$ cat src/rtl/data_io_sync.sv
// Oversampled SPI slave: menu status, config bytes, config string and ROM download
// into a small write FIFO drained towards the loader. Everything runs in clk_sys.
module data_io_sync #(
  parameter int          DW           = 8,
  parameter int          AW           = 25,
  parameter int          CFG_BYTES    = 16,
  parameter int          STATUS_BYTES = 4,
  parameter int          FIFO_DEPTH   = 4,
  parameter logic [7:0]  ACK          = 8'h4B
) (
  input  logic                    clk_sys,
  input  logic                    rst_n,
  input  logic                    spi_sck,
  input  logic                    spi_ss2,
  input  logic                    spi_di,
  output logic                    spi_do,
  output logic                    spi_do_oe,
  input  logic [7:0]              data_in,
  output logic [9:0]              conf_addr,
  input  logic [7:0]              conf_chr,
  output logic [8*STATUS_BYTES-1:0] status,
  output logic [6:0]              core_mod,
  output logic [8*CFG_BYTES-1:0]  config_buffer,
  output logic                    ioctl_download,
  output logic [7:0]              ioctl_index,
  output logic                    ioctl_wr,
  output logic [AW-1:0]           ioctl_addr,
  output logic [DW-1:0]           ioctl_dout,
  input  logic                    ioctl_wait,
  output logic                    ioctl_err
);

  localparam int CW = (CFG_BYTES > 1) ? $clog2(CFG_BYTES) : 1;
  localparam int SW = $clog2(STATUS_BYTES + 2);
  localparam int FW = $clog2(FIFO_DEPTH);
  localparam int EW = AW + DW;
  localparam logic [FW:0]   FULL = (FW+1)'(FIFO_DEPTH);
  localparam logic [AW-1:0] STEP = AW'(DW / 8);

  logic [2:0] sck_q;
  logic [1:0] ss_q, di_q;
  logic       sck_rise, sck_fall, ss_hi, di_s;

  // Select synchronizer idles high so MISO stays disabled straight out of reset.
  always_ff @(posedge clk_sys or negedge rst_n) begin
    if (!rst_n) begin
      sck_q     <= 3'b000;
      ss_q      <= 2'b11;
      di_q      <= 2'b00;
      spi_do_oe <= 1'b0;
    end else begin
      sck_q     <= {sck_q[1:0], spi_sck};
      ss_q      <= {ss_q[0], spi_ss2};
      di_q      <= {di_q[0], spi_di};
      spi_do_oe <= ~ss_q[1];
    end
  end

  assign sck_rise = sck_q[1] & ~sck_q[2];
  assign sck_fall = ~sck_q[1] & sck_q[2];
  assign ss_hi    = ss_q[1];
  assign di_s     = di_q[1];

  logic [2:0] bit_cnt;
  logic       have_cmd, cmd_stb, data_stb;
  logic [7:0] cmd, rx_byte, tx_sr, tx_next;
  logic [6:0] rx_sr;

  always_comb begin
    tx_next = 8'h00;
    case (cmd)
      8'h00:   tx_next = ACK;
      8'h10:   tx_next = data_in;
      8'h14:   tx_next = conf_chr;
      default: tx_next = 8'h00;
    endcase
  end

  // The reply byte is loaded on the falling edge that ends the previous byte.
  always_ff @(posedge clk_sys or negedge rst_n) begin
    if (!rst_n) begin
      bit_cnt  <= 3'd0;
      have_cmd <= 1'b0;
      cmd      <= 8'h00;
      rx_sr    <= 7'h00;
      rx_byte  <= 8'h00;
      tx_sr    <= 8'h00;
      cmd_stb  <= 1'b0;
      data_stb <= 1'b0;
    end else if (ss_hi) begin
      bit_cnt  <= 3'd0;
      have_cmd <= 1'b0;
      cmd      <= 8'h00;
      rx_sr    <= 7'h00;
      tx_sr    <= ACK;
      cmd_stb  <= 1'b0;
      data_stb <= 1'b0;
    end else begin
      cmd_stb  <= 1'b0;
      data_stb <= 1'b0;
      if (sck_rise) begin
        rx_sr   <= {rx_sr[5:0], di_s};
        bit_cnt <= bit_cnt + 3'd1;
        if (bit_cnt == 3'd7) begin
          rx_byte <= {rx_sr, di_s};
          if (have_cmd) begin
            data_stb <= 1'b1;
          end else begin
            cmd      <= {rx_sr, di_s};
            have_cmd <= 1'b1;
            cmd_stb  <= 1'b1;
          end
        end
      end
      if (sck_fall) begin
        if (bit_cnt == 3'd0) tx_sr <= tx_next;
        else                 tx_sr <= {tx_sr[6:0], 1'b0};
      end
    end
  end

  assign spi_do = tx_sr[7];

  // FIFO handshake: push_valid offers an entry, accepted when not full or when a
  // pop frees a slot the same cycle; pop fires when non-empty, ioctl_wait is low
  // and no strobe is in flight.
  logic            push_valid, push_ok, pop, dl_done;
  logic [15:0]     push_w16;
  logic [EW-1:0]   push_entry;
  logic [EW-1:0]   mem [FIFO_DEPTH];
  logic [FW-1:0]   wr_ptr, rd_ptr;
  logic [FW:0]     count;

  logic [CW-1:0]   cnf_ptr;
  logic            cnf_stop;
  logic [SW-1:0]   stat_ptr;
  logic [AW-1:0]   dl_addr;
  logic [7:0]      dl_lo;
  logic            dl_half, ending;

  always_comb begin
    push_valid = 1'b0;
    push_w16   = 16'h0000;
    if (data_stb && cmd == 8'h61 && ioctl_download) begin
      if (DW == 16) begin
        if (dl_half) begin
          push_valid = 1'b1;
          push_w16   = {rx_byte, dl_lo};
        end
      end else begin
        push_valid = 1'b1;
        push_w16   = {8'h00, rx_byte};
      end
    end else if (cmd_stb && cmd == 8'h62 && ioctl_download && dl_half) begin
      push_valid = 1'b1;
      push_w16   = {8'h00, dl_lo};
    end
  end

  assign push_entry = {dl_addr, push_w16[DW-1:0]};
  assign pop        = (count != '0) && !ioctl_wait && !ioctl_wr;
  assign push_ok    = push_valid && ((count != FULL) || pop);
  assign dl_done    = ending && (count == '0) && !ioctl_wr && !push_valid && !cmd_stb;

  always_ff @(posedge clk_sys or negedge rst_n) begin
    if (!rst_n) begin
      status         <= '0;
      core_mod       <= 7'h00;
      config_buffer  <= '0;
      cnf_ptr        <= CW'(CFG_BYTES - 1);
      cnf_stop       <= 1'b0;
      stat_ptr       <= '0;
      conf_addr      <= 10'd0;
      ioctl_index    <= 8'h00;
      ioctl_download <= 1'b0;
      ioctl_err      <= 1'b0;
      dl_addr        <= '0;
      dl_lo          <= 8'h00;
      dl_half        <= 1'b0;
      ending         <= 1'b0;
    end else begin
      if (ss_hi) begin
        cnf_ptr   <= CW'(CFG_BYTES - 1);
        cnf_stop  <= 1'b0;
        stat_ptr  <= '0;
        conf_addr <= 10'd0;
      end else if (data_stb) begin
        case (cmd)
          8'h14: conf_addr <= conf_addr + 10'd1;
          8'h15: begin
            for (int i = 0; i < STATUS_BYTES; i++)
              if (stat_ptr == SW'(i)) status[8*(STATUS_BYTES-1-i) +: 8] <= rx_byte;
            if (stat_ptr == SW'(STATUS_BYTES)) core_mod <= rx_byte[6:0];
            if (stat_ptr <= SW'(STATUS_BYTES)) stat_ptr <= stat_ptr + SW'(1);
          end
          8'h60: if (!cnf_stop) begin
            for (int i = 0; i < CFG_BYTES; i++)
              if (cnf_ptr == CW'(i)) config_buffer[8*i +: 8] <= rx_byte;
            if (cnf_ptr == '0) cnf_stop <= 1'b1;
            else               cnf_ptr  <= cnf_ptr - CW'(1);
          end
          8'h55: ioctl_index <= rx_byte;
          8'h61: if (DW == 16 && ioctl_download) begin
            dl_lo   <= rx_byte;
            dl_half <= ~dl_half;
          end
          default: ;
        endcase
      end else if (cmd_stb) begin
        if (cmd == 8'h61) begin
          ending <= 1'b0;
          if (!ioctl_download) begin
            ioctl_download <= 1'b1;
            ioctl_err      <= 1'b0;
            dl_addr        <= '0;
            dl_half        <= 1'b0;
          end
        end else if (cmd == 8'h62 && ioctl_download) begin
          ending  <= 1'b1;
          dl_half <= 1'b0;
        end
      end
      if (push_valid) dl_addr <= dl_addr + STEP;
      if (push_valid && !push_ok) ioctl_err <= 1'b1;
      if (dl_done) begin
        ioctl_download <= 1'b0;
        ending         <= 1'b0;
      end
    end
  end

  always_ff @(posedge clk_sys or negedge rst_n) begin
    if (!rst_n) begin
      for (int i = 0; i < FIFO_DEPTH; i++) mem[i] <= '0;
      wr_ptr     <= '0;
      rd_ptr     <= '0;
      count      <= '0;
      ioctl_wr   <= 1'b0;
      ioctl_addr <= '0;
      ioctl_dout <= '0;
    end else begin
      ioctl_wr <= pop;
      if (push_ok) begin
        mem[wr_ptr] <= push_entry;
        wr_ptr      <= wr_ptr + FW'(1);
      end
      if (pop) begin
        ioctl_addr <= mem[rd_ptr][EW-1:DW];
        ioctl_dout <= mem[rd_ptr][DW-1:0];
        rd_ptr     <= rd_ptr + FW'(1);
      end
      if (push_ok && !pop)      count <= count + (FW+1)'(1);
      else if (!push_ok && pop) count <= count - (FW+1)'(1);
    end
  end

endmodule

$ cat config.mk
export PLATFORM = sky130hd
export DESIGN_NAME = data_io_sync
export DESIGN_NICKNAME = d
export VERILOG_FILES = /design/src/rtl/data_io_sync.sv
export SDC_FILE = /design/constraint.sdc
export NUM_CORES = 1
export LEC_CHECK = 0
export BUFFER_PORTS_ARGS = -buffer_cell sky130_fd_sc_hd__buf_2
export CORE_MARGIN = 5
export CORE_UTILIZATION = 35
export CTS_CLUSTER_SIZE = 16
export DETAILED_ROUTE_END_ITERATION = 8
export PLACE_DENSITY = 0.59
export SYNTH_ARGS = -nofsm -noshare
export SYNTH_HDL_FRONTEND = slang
export SYNTH_SLANG_ARGS = --single-unit
$ cat constraint.sdc
create_clock -name clk_sys -period 8.54 [get_ports clk_sys]
set_clock_uncertainty 0.2 [all_clocks]
set_input_delay 0.427 -clock clk_sys [delete_from_list [all_inputs] [get_ports clk_sys]]
set_output_delay 0.427 -clock clk_sys [all_outputs]
set_load 0.02 [all_outputs]
# Yosys cells after proc, flatten, opt, wreduce, memory -nomap -nowiden
# Index checks and enable logic that the tools add are counted.
[word_totals]
reg_bits = 440
out_inout_bits = 223
[classes]
addsub = 9
magnitude_cmp = 4
eq_ne = 40
mux = 77
n_bitwise = 9
n_reduce_logical = 81
[op_table]
columns = ["operator", "count"]
rows = [
  ["$mux W25", 6],
  ["$bwmux W132", 1],
  ["$mux W33", 3],
  ["$reduce_and A5 Y1", 19],
  ["$mux W8", 9],
  ["$bmux W33 S2", 1],
  ["$demux W33 S2", 1],
  ["$mux W1", 37],
  ["$eq A4 B4 Y1 const B", 8],
  ["$eq A8 B7 Y1 const B", 4],
  ["$reduce_and A4 Y1", 8],
  ["$reduce_bool A2 Y1", 16],
  ["$mux W10", 3],
  ["$add A25 B1 Y25 const B", 1],
  ["$eq A8 B5 Y1 const B", 3],
  ["$mux W3", 8],
  ["$pmux W8 S3", 1],
  ["$mux W4", 5],
  ["$logic_and A1 B1 Y1", 17],
  ["$eq A4 B3 Y1 const B", 4],
  ["$ne A2 B1 Y1 const B", 8],
  ["$mux W7", 2],
  ["$reduce_and A3 Y1", 4],
  ["$add A10 B1 Y10 const B", 1],
  ["24 further kinds", 50],
]

# Longest topological paths before layout
[depth]
depth_word = 11
ltp_mapped = 12
mapped_depth_nobuf = 9

# Worst setup path before layout
# OpenSTA, ideal clock, no wires.
[synth_timing]
path_type = "reg-to-reg"
startpoint = "register ioctl_download"
endpoint = "register count[2]"
arrival_time_ps = 2451
required_ps = 8261
path_slack_ps = 5810
stages_incl_launch_ff = 12
path_buffers = 2
synth_period_minus_slack_ps = 2730
cell_sequence = "dfrtp_1 > and2_0 > clkbuf_1 > and3_1 > buf_4 > and2_1 > ha_1 > inv_1 > fa_1 > xor2_1 > nor2_1 > xor2_1"
[synth_via]
elab_chain_len = 8
elab_cells_between_ends = 11
[synth_lines]
columns = ["item", "line", "rtl"]
rows = [
  ["start, declared", "24", "output logic ioctl_download,"],
  ["start signal, assigned", "175", "ioctl_download <= 1'b0;"],
  ["start signal, assigned", "213", "ioctl_download <= 1'b1;"],
  ["start signal, assigned", "226", "ioctl_download <= 1'b0;"],
  ["$logic_and A1 B1 Y1 (2 in a row)", "154", "end else if (cmd_stb && cmd == 8'h62 && ioctl_download && dl_half) begin"],
  ["$mux W1", "154", ""],
  ["$mux W1 *", "144", "if (data_stb && cmd == 8'h61 && ioctl_download) begin"],
  ["$logic_and A1 B1 Y1 *", "162", "assign push_ok = push_valid && ((count != FULL) || pop);"],
  ["via push_ok", "127", "logic push_valid, push_ok, pop, dl_done;"],
  ["$logic_not A1 Y1", "253", "else if (!push_ok && pop) count <= count - (FW+1)'(1);"],
  ["$logic_and A1 B1 Y1", "253", ""],
  ["$reduce_bool A2 Y1 (no line)", "n/a", ""],
  ["end signal, assigned", "252", "if (push_ok && !pop) count <= count + (FW+1)'(1);"],
  ["end signal, assigned", "253", ""],
  ["end, declared", "132", "logic [FW:0] count;"],
]
# Mark *: on every way through the listed nets, which the timed path passes. The rest lies on a longest branch.
# A chain may end at the register's enable or synchronous reset.

# Worst setup path after layout
[layout_timing]
startpoint = "register data_stb"
endpoint = "register count[2]"
[layout_via]
elab_chain_len = 7
elab_cells_between_ends = 9
[layout_lines]
columns = ["item", "line", "rtl"]
rows = [
  ["start, declared", "65", "logic have_cmd, cmd_stb, data_stb;"],
  ["start signal, assigned", "89", "data_stb <= 1'b0;"],
  ["start signal, assigned", "97", "data_stb <= 1'b0;"],
  ["start signal, assigned", "100", "data_stb <= 1'b0;"],
  ["$logic_and A1 B1 Y1 * (2 in a row)", "144", ""],
  ["$mux W1 *", "144", ""],
  ["$logic_and A1 B1 Y1 *", "162", ""],
  ["via push_ok", "127", ""],
  ["$logic_not A1 Y1", "253", ""],
  ["$logic_and A1 B1 Y1", "253", ""],
  ["$reduce_bool A2 Y1 (no line)", "n/a", ""],
]
# Marks and branches as above.

==> flow_summary.yaml <==
outcome:
  status: "complete, no violations"
floorplan:
  dieWidth_um: 241
  coreArea_um2: 52800
  die_area_um2: 58200
  initial_utilization_pct: 35.5
  num_rows: 84
  dieHeight_um: 241
  io_pins: 245
routing:
  num_vias: 11900
  viasPerCell: 5.11
  drtPass1Iterations: 5
  wl_per_cell_um: 20.0
  route.detailed.drc: 0
  routed_wl_mm: 46.8
  drtIter0Drc: 695
  postRouteAntennaNets: 0
yosys:
  synthArstFlopShare_pct: 100
  synth.area.top_cells: "dfrtp_1 58%, mux2_2 18%, mux4_2 4.0%, nand2_1 3.1%, ha_1 1.3%"
  synth_commonest_cells: "433 x dfrtp_1, 301 x mux2_2, 155 x nand2_1"
  yosysMostFrequentCell: "dfrtp_1"
  yosys_warnings: 8
  ys_seq_area_share_pct: 58.7
  synthFlopType: "dfrtp_1"
  synthCells: 1366
  synth.largest_area_cell: "dfrtp_1"
  synth-edff-count: 0
  syn-cell-area_um2: 18700
  synth_top_area_share_pct: 57.9
  synth.distinct_cells: 67
  postSynthAreaPerCell_um2: 13.7
  syn_nets: 1409
  ys_seq_elements: 439
place:
  placed_cell_area_um2: 20600
  hpwl_mm: 31.0
  globalplace.congestion: 0.818
  numPortBuffers: 244
global_routing:
  grt_pass1_vias: 12500
  grt_pass1_wl_mm: 73.4
  grt_overflow: 0
  grt_antenna_before_repair: 1
  grt.total_usage_pct: 15.9
  grt_max_degree: 180
worst_setup_path:
  slowest_delay_ns: 0.82
  crit_arrival_ns: 3.80
  cp_max_fo: 19
  end_kind: "flip-flop"
  crit_type: "flip-flop to flip-flop"
  critPathLaunchType: "flip-flop"
  crit_required_ns: 8.83
  worstRegToRegCells: 9
  cpMostUsedCell: "xor2_1"
  path_cells: "and2_0, and3_1, and2_1, ha_1, inv_1, fa_1, xor2_1, nor2_1, xor2_1"
  cpMaxStageDelayCell: "dfrtp_1"
finish:
  drive_above_1_share_pct: 42.6
  final_cell_area_um2: 22300
  final_util_pct: 42.3
  nNetsFinal: 1650
  synthToLayoutAreaGrowth_pct: 19.2
timing:
  report.final.setup_viol: 0
  hold_viol: 0
  setup_tns_ns: 0
  max_slew.worst_pin.slew_ns: 1.11
  whs_ns: 0.0870
  rsz0062_at_grt: "false"
  period_minus_slack_ns: 3.51
  drv_slew: 0
  min_period_over_period_pct: 41.1
  slew_headroom_pct: 25.9
  max_freq_mhz: 285
cts:
  cts-root-buf: "clkbuf_16"
  path_clk_slew_ns: 0.06
  tritoncts: "built"
  clk_path_buf_depth: 3
  worstSkewPairLatency_ns: 0.58
  cts_buffers: 49
  htree_levels: 2
  clock_sinks: 439
  ctsResizeCount: 0
  postCtsSetupBuffers: 0
  hold_buffers: 14
pwr:
  power.density_nw_per_um2: 203
  internal-power_mw: 3.46
  vdd_ir_drop_max_uv: 156
  combPwrFrac_pct: 5.2
  switchingPower_mw: 1.06
  clock_power_share_pct: 46.7
  total_power_mw: 4.53
  p_leak_nw: 11.4
  switching_share_pct: 23.4
  seqPwrFrac_pct: 48.2
worst_hold_path:
  hold_class: "input port to flip-flop"
  whs_path_depth: 4
job:
  drv_cap: 0
## placed cells by master, fill, tap and decap left out, types with 4 or more instances in the layout
cell type	n
dfstp_2	6
buf_4	11
o31ai_1	9
o211ai_1	5
mux2_1	15
mux2i_1	7
nor2_1	21
nand2b_1	7
nor2_2	15
ha_1	20
dlygate4sd3_1	14
clkbuf_1	17
dfrtp_1	431
xor2_1	5
nand4_1	26
and2_1	9
and4_1	7
nand3_4	5
or3_1	14
a221o_1	4
clkbuf_16	51
a22o_1	9
or4_1	9
o2111ai_1	4
mux4_2	33
and3_1	9
inv_1	16
clkinv_2	9
nor3_1	6
nor4_1	6
o21ai_0	18
xnor2_1	8
a21oi_1	33
mux2_2	301
bufinv_16	5
buf_2	243
nand2_1	155
nand3_1	22
## cells by family (layout without fill, tap and decap cells)
family,Yosys count,after routing,synth area share [%]
flops,439,439,58.7
mux,356,356,23.4
xor+xnor,13,13,0.608
buf+inv,99,378,2.37
other cells,0,2,0
simple gates,334,334,9.71
fa+ha+maj,21,21,1.44
compound gates,104,104,3.79
## final cells by class
class	instances	area, um^2
multi-input combinational	828	7280
fill	4946	30400
inverter	18	67.6
tap	688	861
clock inverter	19	238
clock buffer	70	1370
timing repair buffer	271	1490
sequential	439	11000
antenna	2	5.00
## metal layers
layer  up-vias  share of wire [%]  GRT usage [%]
met5         -                  0              0
met4         0                2.6           4.72
met3        72                5.3           3.76
met2       246                 50           26.5
met1      6216                 42           21.0
li1       5396                  -              -
## worst max-delay path, delay by kind of cell, from the launching register on
kind                       cells  cell delay (ns)
and+or+nand+nor                4             1.42
DFF                            1             0.82
adders and majority gates      2             0.57
xor gates and xnor gates       2             0.33
buffers and inverters          1             0.06
## stage by stage
step                      setup WS (ns)  std cells
after global placement             5.17       2230
after global routing               4.87       2334
after detailed placement           5.07       2230
final                              5.03       2335
after CTS                          5.04       2333
after floorplan                    5.81       1366
## registers in the layout, summed over array words and instances, names as in the netlist, 2 cells and up
register	flops
config_buffer	128
cmd	8
dl_addr	25
core_mod	7
bit_cnt	3
ioctl_dout	8
sck_q	3
cnf_ptr	4
di_q	2
ioctl_addr	25
tx_sr	8
stat_ptr	3
count	3
mem	132
conf_addr	10
rx_sr	7
rx_byte	8
status	32
wr_ptr	2
ioctl_index	8
ss_q	2
rd_ptr	2
## power groups by stage
| stage | combinational (mW) | sequential, mW | clock (mW) |
|---|---|---|---|
| 6_report | 0.234 | 2.18 | 2.11 |
| 3_5_place_dp | 0.239 | 2.22 | 0 |
| 5_1_grt | 0.262 | 2.19 | 2.26 |
| 4_1_cts | 0.244 | 2.18 | 2.18 |
| 2_1_floorplan | 0.196 | 2.15 | 0 |
| 3_3_place_gp | 0.236 | 2.22 | 0 |
## final timing paths
path	slack (ns)	startpoint	end
max	5.03	data_stb	count[2]
min	0.09	conf_chr[0]	tx_sr[0]
max reg2reg	5.03	data_stb	count[2]
min reg2reg	0.15	sck_q[0]	sck_q[1]
max in group asynchronous	6.38	rst_n	config_buffer[97]
min in group asynchronous	0.30	rst_n	ioctl_addr[6]
No activity file was read; power rests on OpenSTA's default activity.
